--- config.mk ---
export PLATFORM = sky130hd
export DESIGN_NAME = rom_port_arbiter_flat
export DESIGN_NICKNAME = d
export VERILOG_FILES = /design/src/rtl/rom_arb_pkg.sv /design/src/rtl/rom_port_arbiter_if.sv /design/src/rtl/rom_dl_hold.sv /design/src/rtl/rom_port_arbiter.sv /design/src/flat_wrapper.sv
export SDC_FILE = /design/constraint.sdc
export NUM_CORES = 1
export LEC_CHECK = 0
export CAP_MARGIN = 20
export CORE_MARGIN = 5
export CORE_UTILIZATION = 45
export CTS_BUF_LIST = sky130_fd_sc_hd__clkbuf_16
export CTS_CLUSTER_SIZE = 28
export DETAILED_ROUTE_END_ITERATION = 8
export PLACE_DENSITY = 0.92
export SYNTH_ARGS = -nofsm -noshare
export SYNTH_HDL_FRONTEND = slang
export SYNTH_HIERARCHICAL = 1
export SYNTH_SLANG_ARGS = --single-unit
--- constraint.sdc ---
create_clock -name MCLK -period 2.9 [get_ports MCLK]
set_clock_uncertainty 0.1 [all_clocks]
set_input_delay 0.29 -clock MCLK [delete_from_list [all_inputs] [get_ports MCLK]]
set_output_delay 0.29 -clock MCLK [all_outputs]
set_load 0.05 [all_outputs]
--- src/rtl/rom_arb_pkg.sv ---
// rom_arb_pkg: shared FSM/requester encodings and download limit default
package rom_arb_pkg;
    typedef enum logic [1:0] {IDLE, ISSUE, CAPTURE, ACK} state_e;
    typedef enum logic {SEL_VID, SEL_CPU} sel_e;
    localparam logic [24:0] DL_LIMIT_DEFAULT = 25'h20000;
endpackage

--- src/rtl/rom_port_arbiter_if.sv ---
// rom_port_arbiter_if: download, video, CPU and memory signals of the ROM arbiter
interface rom_port_arbiter_if #(parameter int AW = 17);
    logic          DL_ACT;
    logic [24:0]   DL_ADDR;
    logic [7:0]    DL_DATA;
    logic          DL_WR;
    logic          VID_REQ;
    logic [AW-1:0] VID_ADDR;
    logic          VID_ACK;
    logic [7:0]    VID_DATA;
    logic          CPU_REQ;
    logic [AW-1:0] CPU_ADDR;
    logic          CPU_ACK;
    logic [7:0]    CPU_DATA;
    logic [AW-1:0] MEM_ADDR;
    logic [7:0]    MEM_WDATA;
    logic          MEM_WE;
    logic [7:0]    MEM_RDATA;
    logic          DL_DONE;
    logic          DL_ERR;
    modport slave (
        input  DL_ACT, DL_ADDR, DL_DATA, DL_WR, VID_REQ, VID_ADDR, CPU_REQ, CPU_ADDR, MEM_RDATA,
        output VID_ACK, VID_DATA, CPU_ACK, CPU_DATA, MEM_ADDR, MEM_WDATA, MEM_WE, DL_DONE, DL_ERR
    );
    modport master (
        output DL_ACT, DL_ADDR, DL_DATA, DL_WR, VID_REQ, VID_ADDR, CPU_REQ, CPU_ADDR, MEM_RDATA,
        input  VID_ACK, VID_DATA, CPU_ACK, CPU_DATA, MEM_ADDR, MEM_WDATA, MEM_WE, DL_DONE, DL_ERR
    );
endinterface

--- src/rtl/rom_dl_hold.sv ---
// rom_dl_hold: one-entry download write buffer with limit filter and overrun flag
module rom_dl_hold
    import rom_arb_pkg::*;
#(
    parameter int          AW       = 17,
    parameter logic [24:0] DL_LIMIT = DL_LIMIT_DEFAULT
) (
    input  logic          clk,
    input  logic          rst_n,
    input  logic          wr,
    input  logic [24:0]   wr_addr,
    input  logic [7:0]    wr_data,
    input  logic          drain,
    output logic          valid,
    output logic [AW-1:0] addr,
    output logic [7:0]    data,
    output logic          err
);
    logic in_range;
    assign in_range = wr_addr < DL_LIMIT;
    // load in-range bytes when the slot is free or draining; a byte arriving on a busy slot is lost and flagged
    always_ff @(posedge clk or negedge rst_n) begin
        if (!rst_n) begin
            valid <= 1'b0;
            addr  <= '0;
            data  <= '0;
            err   <= 1'b0;
        end else if (wr && in_range && (!valid || drain)) begin
            valid <= 1'b1;
            addr  <= wr_addr[AW-1:0];
            data  <= wr_data;
        end else begin
            valid <= valid && !drain;
            err   <= err || (wr && in_range);
        end
    end
endmodule

--- src/rtl/rom_port_arbiter.sv ---
// rom_port_arbiter: shares one registered-read memory between download writes, video and CPU fetches
module rom_port_arbiter
    import rom_arb_pkg::*;
#(
    parameter int          AW       = 17,
    parameter logic [24:0] DL_LIMIT = DL_LIMIT_DEFAULT
) (
    input logic              MCLK,
    input logic              RESET_N,
    rom_port_arbiter_if.slave bus
);
    state_e        state, next_state;
    sel_e          sel;
    logic [1:0]    vid_cnt;
    logic          dl_act_q, pend;
    logic          hold_valid, hold_err;
    logic [AW-1:0] hold_addr;
    logic [7:0]    hold_data;
    logic          drain, grant, pick_cpu, waiting, fire;
    rom_dl_hold #(.AW(AW), .DL_LIMIT(DL_LIMIT)) u_hold (
        .clk    (MCLK),
        .rst_n  (RESET_N),
        .wr     (bus.DL_WR),
        .wr_addr(bus.DL_ADDR),
        .wr_data(bus.DL_DATA),
        .drain  (drain),
        .valid  (hold_valid),
        .addr   (hold_addr),
        .data   (hold_data),
        .err    (hold_err)
    );
    assign bus.DL_ERR = hold_err;
    // arbitration: pending download write first, reads only outside download, CPU forced after two video grants
    always_comb begin
        drain      = state == IDLE && hold_valid;
        grant      = state == IDLE && !hold_valid && !bus.DL_ACT && (bus.VID_REQ || bus.CPU_REQ);
        pick_cpu   = bus.CPU_REQ && (!bus.VID_REQ || vid_cnt == 2'd2);
        waiting    = (pend || (dl_act_q && !bus.DL_ACT)) && !bus.DL_ACT;
        fire       = waiting && !hold_valid && state == IDLE;
        next_state = state == ISSUE ? CAPTURE : state == CAPTURE ? ACK : grant ? ISSUE : IDLE;
    end
    // read sequencing, memory port registers and per-port data/ack capture
    always_ff @(posedge MCLK or negedge RESET_N) begin
        if (!RESET_N) begin
            state         <= IDLE;
            sel           <= SEL_VID;
            vid_cnt       <= 2'd0;
            bus.MEM_WE    <= 1'b0;
            bus.MEM_ADDR  <= '0;
            bus.MEM_WDATA <= '0;
            bus.VID_ACK   <= 1'b0;
            bus.CPU_ACK   <= 1'b0;
            bus.VID_DATA  <= '0;
            bus.CPU_DATA  <= '0;
        end else begin
            state       <= next_state;
            bus.MEM_WE  <= drain;
            bus.VID_ACK <= state == CAPTURE && sel == SEL_VID;
            bus.CPU_ACK <= state == CAPTURE && sel == SEL_CPU;
            if (drain) begin
                bus.MEM_ADDR  <= hold_addr;
                bus.MEM_WDATA <= hold_data;
            end else if (grant) begin
                bus.MEM_ADDR <= pick_cpu ? bus.CPU_ADDR : bus.VID_ADDR;
                sel          <= pick_cpu ? SEL_CPU : SEL_VID;
                vid_cnt      <= pick_cpu ? 2'd0 : vid_cnt == 2'd2 ? 2'd2 : vid_cnt + 2'd1;
            end
            if (state == CAPTURE && sel == SEL_VID) bus.VID_DATA <= bus.MEM_RDATA;
            if (state == CAPTURE && sel == SEL_CPU) bus.CPU_DATA <= bus.MEM_RDATA;
        end
    end
    // completion pulse once download has ended and the last byte is in memory
    always_ff @(posedge MCLK or negedge RESET_N) begin
        if (!RESET_N) begin
            dl_act_q    <= 1'b0;
            pend        <= 1'b0;
            bus.DL_DONE <= 1'b0;
        end else begin
            dl_act_q    <= bus.DL_ACT;
            pend        <= waiting && !fire;
            bus.DL_DONE <= fire;
        end
    end
endmodule

--- src/flat_wrapper.sv ---
// flat-port wrapper written by rule: the top's interface ports become plain ports
module rom_port_arbiter_flat import rom_arb_pkg::*;
#(
    parameter int          AW       = 17,
    parameter logic [24:0] DL_LIMIT = DL_LIMIT_DEFAULT
)
  (MCLK, RESET_N, bus_DL_ACT, bus_DL_ADDR, bus_DL_DATA, bus_DL_WR, bus_VID_REQ, bus_VID_ADDR, bus_CPU_REQ, bus_CPU_ADDR, bus_MEM_RDATA, bus_VID_ACK, bus_VID_DATA, bus_CPU_ACK, bus_CPU_DATA, bus_MEM_ADDR, bus_MEM_WDATA, bus_MEM_WE, bus_DL_DONE, bus_DL_ERR);
  rom_port_arbiter_if #(.AW(AW)) bus_i ();
  input logic MCLK;
  input logic RESET_N;
  input wire logic [$bits(bus_i.DL_ACT)-1:0] bus_DL_ACT;
  input wire logic [$bits(bus_i.DL_ADDR)-1:0] bus_DL_ADDR;
  input wire logic [$bits(bus_i.DL_DATA)-1:0] bus_DL_DATA;
  input wire logic [$bits(bus_i.DL_WR)-1:0] bus_DL_WR;
  input wire logic [$bits(bus_i.VID_REQ)-1:0] bus_VID_REQ;
  input wire logic [$bits(bus_i.VID_ADDR)-1:0] bus_VID_ADDR;
  input wire logic [$bits(bus_i.CPU_REQ)-1:0] bus_CPU_REQ;
  input wire logic [$bits(bus_i.CPU_ADDR)-1:0] bus_CPU_ADDR;
  input wire logic [$bits(bus_i.MEM_RDATA)-1:0] bus_MEM_RDATA;
  output wire logic [$bits(bus_i.VID_ACK)-1:0] bus_VID_ACK;
  output wire logic [$bits(bus_i.VID_DATA)-1:0] bus_VID_DATA;
  output wire logic [$bits(bus_i.CPU_ACK)-1:0] bus_CPU_ACK;
  output wire logic [$bits(bus_i.CPU_DATA)-1:0] bus_CPU_DATA;
  output wire logic [$bits(bus_i.MEM_ADDR)-1:0] bus_MEM_ADDR;
  output wire logic [$bits(bus_i.MEM_WDATA)-1:0] bus_MEM_WDATA;
  output wire logic [$bits(bus_i.MEM_WE)-1:0] bus_MEM_WE;
  output wire logic [$bits(bus_i.DL_DONE)-1:0] bus_DL_DONE;
  output wire logic [$bits(bus_i.DL_ERR)-1:0] bus_DL_ERR;
  assign bus_i.DL_ACT = bus_DL_ACT;
  assign bus_i.DL_ADDR = bus_DL_ADDR;
  assign bus_i.DL_DATA = bus_DL_DATA;
  assign bus_i.DL_WR = bus_DL_WR;
  assign bus_i.VID_REQ = bus_VID_REQ;
  assign bus_i.VID_ADDR = bus_VID_ADDR;
  assign bus_i.CPU_REQ = bus_CPU_REQ;
  assign bus_i.CPU_ADDR = bus_CPU_ADDR;
  assign bus_i.MEM_RDATA = bus_MEM_RDATA;
  assign bus_VID_ACK = bus_i.VID_ACK;
  assign bus_VID_DATA = bus_i.VID_DATA;
  assign bus_CPU_ACK = bus_i.CPU_ACK;
  assign bus_CPU_DATA = bus_i.CPU_DATA;
  assign bus_MEM_ADDR = bus_i.MEM_ADDR;
  assign bus_MEM_WDATA = bus_i.MEM_WDATA;
  assign bus_MEM_WE = bus_i.MEM_WE;
  assign bus_DL_DONE = bus_i.DL_DONE;
  assign bus_DL_ERR = bus_i.DL_ERR;
  rom_port_arbiter #(.AW(AW), .DL_LIMIT(DL_LIMIT)) u_core (.MCLK(MCLK), .RESET_N(RESET_N), .bus(bus_i));
endmodule
# Yosys cells after proc, flatten, opt, wreduce, memory -nomap -nowiden
# Cells that the tools add are included.
# W data, S select, Z words.
[totals]
register_bits = 79
word_cells = 62
[op_classes]
addsub = 1
order_cmp = 1
n_eq_ne = 3
mux = 10
n_bitwise = 2
n_reduce_logical = 28
[op_table]
columns = ["operator", "count"]
rows = [
  ["$mux W17", 3],
  ["$lt A25 B18 Y1 const B", 1],
  ["$logic_and A1 B1 Y1", 15],
  ["$mux W2", 4],
  ["$logic_not A1 Y1", 5],
  ["$logic_or A1 B1 Y1", 5],
  ["$eq A2 B2 Y1 const B", 2],
  ["$mux W1", 3],
  ["$add A2 B1 Y2 const B", 1],
  ["$eq A2 B1 Y1 const B", 1],
  ["$logic_not A2 Y1", 1],
  ["$not A1 Y1", 2],
  ["$reduce_and A2 Y1", 1],
  ["$reduce_bool A2 Y1", 1],
]

# Longest topological paths before layout
# Gate-level depths: netlist (run 1).
[logic_depth]
word_depth = 8
mapped_depth = 10

# Cells and area by module
# The synthesis (run 1) kept the hierarchy.
[modules_own_cells]
columns = ["module", "instances", "cells_per_inst", "area_each_um2", "seq_area_each_um2"]
rows = [
  ["rom_port_arbiter", 1, 209, 2488.6, 1301.2],
  ["rom_dl_hold", 1, 63, 1141.1, 675.6],
]

# Least setup slack after synthesis (run 1)
# Ideal clock, no wire load.
[synth_timing]
path_kind = "flip-flop to flip-flop"
start = "reg u_core.state[0]"
end = "reg u_core.u_hold.addr[10]"
setup_time_ps = 125
t_arrival_ps = 1945
setup_slack_ps = 730
stages_incl_launch_ff = 11
n_path_buf = 4
period_less_slack_ps = 2170
cell_sequence = "dfrtp_1 > inv_1 > ha_1 > and2_1 > buf_2 > buf_2 > nand2b_1 > and4_1 > buf_6 > buf_12 > mux2_4"
[synth_between]
elab_chain_len = 4
[synth_lines]
columns = ["element", "line_no", "source"]
rows = [
  ["from (decl)", "rom_port_arbiter.sv:12", "state_e state, next_state;"],
  ["from (signal assigned)", "rom_port_arbiter.sv:56", "state <= next_state;"],
  ["$logic_not A2 Y1", "rom_port_arbiter.sv:35", "drain = state == IDLE && hold_valid;"],
  ["$logic_and A1 B1 Y1", "rom_port_arbiter.sv:35", ""],
  ["named net u_core.drain", "rom_port_arbiter.sv:19", "logic drain, grant, pick_cpu, waiting, fire;"],
  ["$logic_or A1 B1 Y1", "rom_dl_hold.sv:28", "end else if (wr && in_range && (!valid || drain)) begin"],
  ["$logic_and A1 B1 Y1", "rom_dl_hold.sv:28", ""],
  ["to (signal assigned)", "rom_dl_hold.sv:30", "addr <= wr_addr[AW-1:0];"],
  ["to (decl)", "rom_dl_hold.sv:15", "output logic [AW-1:0] addr,"],
]
# The timed path passes the listed nets, and every way through them passes these cells.
# A chain may end at the register's enable or synchronous reset.

# Final worst setup path (run 1)
[layout_timing]
start = "reg u_core.state[0]"
end = "reg u_core.u_hold.addr[16]"
[layout_between]
elab_chain_len = 4
[layout_lines]
columns = ["element", "line_no"]
rows = [
  ["$logic_not A2 Y1", "rom_port_arbiter.sv:35"],
  ["$logic_and A1 B1 Y1", "rom_port_arbiter.sv:35"],
  ["$logic_or A1 B1 Y1", "rom_dl_hold.sv:28"],
  ["$logic_and A1 B1 Y1", "rom_dl_hold.sv:28"],
]
# Every way passes these cells.

==> results of run 1 <==
## cell families after synthesis
| kind of cell | count (synthesis) | share of synthesized area |
|---|---|---|
| flip-flops | 79 | 0.545 |
| AND/OR/NAND/NOR | 57 | 0.0748 |
| adder cells (fa/ha/maj) | 5 | 0.0172 |
| multiplexers | 66 | 0.220 |
| AO/OA/AOI/OAI | 41 | 0.0975 |
| buffers and inverters | 24 | 0.0462 |
## cell usage after synthesis, types with 2 or more instances
cell type | count | area [um2]
ha_1 | 5 | 62.6
o21ai_2 | 4 | 35.0
buf_4 | 4 | 30.0
inv_1 | 6 | 22.5
nor2_2 | 2 | 12.5
dfrtp_1 | 79 | 1980
buf_12 | 2 | 40.0
mux2i_1 | 17 | 170
nor2_1 | 36 | 135
buf_6 | 3 | 33.8
nor3_1 | 2 | 10.0
nand2_1 | 7 | 26.3
a32o_1 | 17 | 170
buf_2 | 6 | 30.0
mux2_4 | 20 | 300
a21o_1 | 17 | 128
clkbuf_1 | 2 | 7.51
mux2_2 | 29 | 327
## per-stage QoR
step | total power [mW] | setup slack [ns]
floorplan | 3.06 | 0.730
finish | 5.01 | 0.703
detailed placement | 3.86 | 0.602
global route | 5.24 | 0.565
CTS | 5.05 | 0.697
global placement | 3.80 | 0.644
## flip-flops by register name, summed over array words and instances, names as in the netlist, 2 cells and up
name / flops
u_core/bus.MEM_ADDR: 17
u_core/u_hold/addr: 17
u_core/u_hold/data: 8
u_core/vid_cnt: 2
u_core/state: 2
u_core/bus.CPU_DATA: 8
u_core/bus.MEM_WDATA: 8
u_core/bus.VID_DATA: 8
## worst max path at each step
| stage | cells past startpoint | endpoint | start |
|---|---|---|---|
| 3_3_place_gp | 5 | u_core/u_hold/addr[16] | bus_DL_ADDR[21] |
| 2_1_floorplan | 10 | u_core/u_hold/addr[10] | u_core/state[0] |
| 6_report | 7 | u_core/u_hold/addr[16] | u_core/state[0] |
| 4_1_cts | 7 | u_core/u_hold/addr[2] | u_core/state[0] |
| 3_5_place_dp | 5 | u_core/u_hold/addr[2] | bus_DL_ADDR[21] |
| 5_1_grt | 7 | u_core/u_hold/addr[2] | u_core/state[1] |
## cell type report
class / instances / area, um2 / area share
clock buffers: 9 / 225 / 0.0427
multi-input cells: 169 / 1490 / 0.283
inverters: 7 / 26.3 / 0.00499
flip-flops and latches: 79 / 1980 / 0.375
well taps: 102 / 128 / 0.0242
repair buffers: 133 / 1330 / 0.253
clock inverters: 7 / 88.8 / 0.0169
## layer usage
metal / global-route usage / routed length (um) / vias to the layer above / part of all wire
met5: 0 / 0 / - / 0
met4: 0.0746 / 240 / 0 / 0.026
met3: 0.0584 / 753 / 20 / 0.080
met2: 0.337 / 4700 / 100 / 0.50
met1: 0.226 / 3690 / 1282 / 0.39
li1: - / - / 1222 / -
## power by group through the flow
stage          logic [mW]  clock network, mW  registers, mW
2_1_floorplan       0.642                  0           2.42
3_3_place_gp         2.24                  0           1.56
3_5_place_dp         2.28                  0           1.58
4_1_cts              2.29               1.20           1.56
5_1_grt              2.39               1.25           1.60
6_report             2.28               1.18           1.56
## worst max-delay path: stages (launching register included)
cell and delay (ns):
dfrtp_1 0.39, inv_1 0.08, ha_1 0.20, and2_1 0.16, nand2b_1 0.14, and4_2 0.20, buf_4 0.40, mux2_2 0.39
==> run_results.csv, run 1 <==
group,metric,value,unit
outcome,status,"complete, no violations",
critical_path,cp_data_arrival_time,2.31,ns
yosys,yosysSeqAreaShare,0.545,
floorplanning,dieArea,9960,um2
critical_path,cp.required,3.01,ns
yosys,ys_ff_latch,79,
route,drc_errors,0,
placement,placedCellCount,488,
cells_and_area,antenna_cells,0,
sta,fin_tns_setup,0,ns
yosys,synth_nets,358,
clock_network,clkSlewWorstSetupHoldPaths,0.06,ns
sta,timing.final.crit_period,2.20,ns
sta,timing.hold.ws,0.211,ns
cells_and_area,final_cells,506,
sta,max_slew_margin,0.434,
placement,routabilityCongestion,0.769,
pwr,clkPwrFrac,0.235,
pwr,combPwrFrac,0.454,
cells_and_area,fin_nets,485,
yosys,ys.flop_type,"dfrtp_1",
critical_path,reg2reg_depth,7,
yosys,ys_types,32,
route,drt_wl_total,9390,um
pwr,p_leak,2.48,nW
global_routing,grt_pass1_wl,15100,um
placement,numPortBuffers,126,
placement,placed_area,4920,um2
clock_network,worstSkewPairLatency,0.33,ns
sta,drv_slew,0,
yosys,syn_area,3630,um2
global_routing,grt_pass1_vias,2951,
cells_and_area,utilization,0.675,
critical_path,critPathMaxFanout,25,
pwr,p_sw,1.99,mW
clock_network,tritoncts,"built",
clock_network,h-tree-depth,3,
floorplanning,fp.dieH,99.8,um
sta,finalHoldViolCount,0,
sta,fmax,455,MHz
yosys,syn_avg_cell_area,13.3,um2
clock_network,cts.repair.resized,0,
cells_and_area,area_growth,45.2,%
clock_network,hold_buffers,0,
critical_path,crit_path_end_kind,"flop",
yosys,async_flop_share,1.00,
sta,worst_pin_slew,0.849,ns
critical_path,crit_path_start_kind,"flop",
pwr,seqPwrFrac,0.311,
route,first_pass_iters,4,
cells_and_area,stdcell_area,5270,um2
clock_network,postCtsSetupBuffers,0,
sta,rsz0062_at_grt,"false",
clock_network,cts_max_path_buffers,2,
placement,dp_hpwl,6620,um
global_routing,grt_util_all_layers,0.194,
route,wire_per_inst,18.6,um
yosys,synthCells,272,
pwr,swShare,0.396,
route,via_count,2624,
cells_and_area,num-fill-cells,573,
pwr,power_density,951,nW/um2
clock_network,clock_sink_count,79,
yosys,synth_edf_count,0,
run,maxCapViolations,0,
route,vias_per_cell,5.19,
critical_path,reg2reg_to,"u_core/u_hold/addr[16]",
floorplanning,io_pins,127,
pwr,p_int,3.03,mW
floorplanning,initial_utilization,0.465,
cells_and_area,layout_common_cells,"125 x clkdlybuf4s50_1, 79 x dfrtp_1, 36 x nor2_1, 29 x mux2_2, 20 x mux2_4",
cells_and_area,drive_above_1_share,0.205,
floorplanning,num_rows,32,
clock_network,root_buffer,"clkbuf_16",
min_path,min_path_type,"in2async",
clock_network,cts_inserted_buffers,9,
cells_and_area,layout_commonest_cell,"clkdlybuf4s50_1",
sta,setup_violations,0,
route,drt_iter0_drc,102,
yosys,synth_warnings,6,
route,ant_nets,0,
critical_path,path_class,"reg2reg",
global_routing,antenna_found_initial,0,
floorplanning,die_w,99.8,um
critical_path,worstReg2RegStart,"u_core/state[0]",
global_routing,grt_max_degree,80,
sta,period_share,0.758,
global_routing,globalRoute.totalOverflow,0,
critical_path,ff2ff_setup_slack,0.70,ns
floorplanning,core_area,7810,um2
pwr,vdd_drop_max,520,uV
(Power assumes the default switching activity.)
==> run 2: changes to the inputs <==
CORE_UTILIZATION = 41   (was 45)
PLACE_DENSITY = 0.89   (was 0.92)
clock period = 1.77 ns   (was 2.9 ns; I/O delays follow)
==> run_results.csv, run 2 (synthesized netlist as in run 1, its figures left out) <==
group,metric,value,unit
sta,worst_pin_slew,0.700,ns
sta,rsz0062_at_grt,"true",
global_routing,grt_pass1_wl,15500,um
pwr,combPwrFrac,0.468,
clock_network,h-tree-depth,3,
cells_and_area,num-fill-cells,634,
critical_path,crit_path_start_kind,"flop",
pwr,vdd_drop_max,829,uV
clock_network,clkSlewWorstSetupHoldPaths,0.06,ns
floorplanning,core_area,8680,um2
outcome,violations,"setup timing",
placement,dp_hpwl,7010,um
sta,fmax,525,MHz
route,wire_per_inst,18.3,um
critical_path,cp.required,1.88,ns
floorplanning,initial_utilization,0.418,
floorplanning,dieArea,10800,um2
sta,setup_violations,33,
sta,fin_tns_setup,-2.93,ns
global_routing,grt_pass1_vias,3004,
outcome,status,"complete, but fails checks",
critical_path,crit_end,"u_core/u_hold/addr[5]",
route,via_count,2702,
cells_and_area,utilization,0.632,
route,drt_iter0_drc,74,
cells_and_area,regArea,1980,um2
critical_path,critPathSlowestCell,"dfrtp_1",
placement,numPortBuffers,126,
clock_network,cts_max_path_buffers,2,
cells_and_area,reg_top3,"u_core/bus.MEM_ADDR: 17 flops, u_core/u_hold/addr: 17 flops",
pwr,p_int,5.06,mW
pwr,seqPwrFrac,0.308,
critical_path,worstReg2RegStart,"u_core/state[1]",
cells_and_area,layout_common_cells,"82 x clkdlybuf4s50_1, 79 x dfrtp_1, 54 x buf_4, 36 x nor2_1, 25 x mux2_4",
pwr,p_leak,2.72,nW
floorplanning,die_w,104,um
placement,routabilityCongestion,0.762,
critical_path,crit_path_end_kind,"flop",
sta,drv_slew,0,
critical_path,reg2reg_depth,7,
route,ant_nets,0,
placement,dp_slack,-0.251,ns
critical_path,crit_family,"simple AND/OR/NAND/NOR gates",
route,vias_per_cell,5.07,
sta,finalHoldViolCount,0,
route,met1_length,3730,um
sta,max_slew_margin,0.532,
global_routing,grt_max_degree,44,
critical_path,path_class,"reg2reg",
clock_network,cts_inserted_buffers,9,
critical_path,max_stage_delay,0.40,ns
floorplanning,num_rows,34,
route,drc_errors,0,
pwr,clkPwrFrac,0.224,
cells_and_area,drive_above_1_share,0.347,
sta,timing.final.ws_setup,-0.136,ns
min_path,min_path_type,"in2async",
global_routing,globalRoute.totalOverflow,0,
route,drt_wl_total,9730,um
floorplanning,io_pins,127,
route,met2WireLength,5180,um
clock_network,root_buffer,"clkbuf_16",
cells_and_area,multi_input_area,1550,um2
sta,period_share,1.08,
cells_and_area,fin_nets,505,
global_routing,grt_util_all_layers,0.178,
critical_path,reg2reg_to,"u_core/u_hold/addr[5]",
critical_path,crit_buf_inv,2,
pwr,power_density,1530,nW/um2
critical_path,worst-path-stages,7,
critical_path,critPathMaxFanout,4,
clock_network,tritoncts,"built",
cells_and_area,area_growth,51.0,%
critical_path,cp_data_arrival_time,2.01,ns
route,top_layer,"met5",
clock_network,clock_sink_count,79,
cells_and_area,layout_commonest_cell,"clkdlybuf4s50_1",
sta,timing.final.crit_period,1.91,ns
run,maxCapViolations,0,
critical_path,ff2ff_setup_slack,-0.14,ns
pwr,p_sw,3.34,mW
clock_network,worstSkewPairLatency,0.32,ns
floorplanning,fp.dieH,104,um
route,wl_met3,551,um
critical_path,path_cells,"inv_2 > ha_4 > and2_4 > nand2b_4 > and4_4 > clkbuf_16 > mux2_4",
critical_path,crit_path_start,"u_core/state[1]",
route,first_pass_iters,4,
global_routing,antenna_found_initial,2,
pwr,power,8.40,mW
pwr,swShare,0.398,
[run 2: changes by cell type in the layout (fill, tap and decap cells not counted), moves of 3 or more]
cell,change
buf_4,+48
clkdlybuf4s50_1,-43
buf_12,+5
mux2_2,-5
mux2_4,+5
dlymetal6s2s_1,+4
buf_6,+3
inv_2,+3
[run 2: timing repair]
| item | CTS | global route |
|---|---|---|
| setup buffers | 1 | 2 |
| pin swaps | 0 | 1 |
| gates resized for setup | 12 | 15 |
| hold buffers | 1 | 0 |
| cloned | 1 | 1 |
| setup endpoints to repair | 56 | 54 |
| endpoints found under the hold margin | 32 | 0 |
[run 2: worst register-to-register path, stage by stage, from the launching register on]
cell and delay, ns:
dfrtp_1 0.40, inv_2 0.09, ha_4 0.13, and2_4 0.14, nand2b_4 0.12, and4_4 0.32, clkbuf_16 0.19, mux2_4 0.30
[run 2: per-stage QoR]
| step | area (um2) | hold WS [ns] | std cells |
|---|---|---|---|
| floorplan | 3650 | -0.219 | 272 |
| global placement | 5010 | 0.0465 | 510 |
| detailed placement | 5010 | 0.0541 | 510 |
| CTS | 5390 | 0.252 | 529 |
| global route | 5480 | 0.304 | 533 |
| finish | 5480 | 0.246 | 533 |
[run 2: worst min-delay path by stage]
stage | cells past startpoint | end | from
4_1_cts | 2 | u_core/bus.CPU_DATA[0] | RESET_N
5_1_grt | 2 | u_core/state[1] | RESET_N
3_5_place_dp | 1 | u_core/bus.CPU_DATA[0] | RESET_N
2_1_floorplan | 0 | u_core/bus.CPU_ACK | RESET_N
3_3_place_gp | 1 | u_core/bus.VID_DATA[4] | RESET_N
6_report | 2 | u_core/bus.CPU_DATA[0] | RESET_N
[run 2: routing by layer]
layer  up-vias  global-route usage
li1       1263                   -
met2        77               0.315
met3        20              0.0596
met4         2              0.0731
met1      1340               0.196
met5         -                   0
[run 2: area by class of cell]
class	count	share of cell area
flip-flops and latches	79	0.361
multi-input cells	169	0.282
repair buffers	153	0.272
clock buffers	9	0.0411
well taps	108	0.0247
clock inverters	7	0.0146
inverters	7	0.00479
diodes	1	0.000457
[run 2: power by group through the flow]
stage / logic [mW] / clock network (mW) / registers (mW)
after floorplan: 1.07 / 0 / 3.96
after global placement: 3.71 / 0 / 2.57
after detailed placement: 3.81 / 0 / 2.60
after CTS: 3.85 / 1.93 / 2.58
after global routing: 4.11 / 2.02 / 2.64
final: 3.93 / 1.88 / 2.59
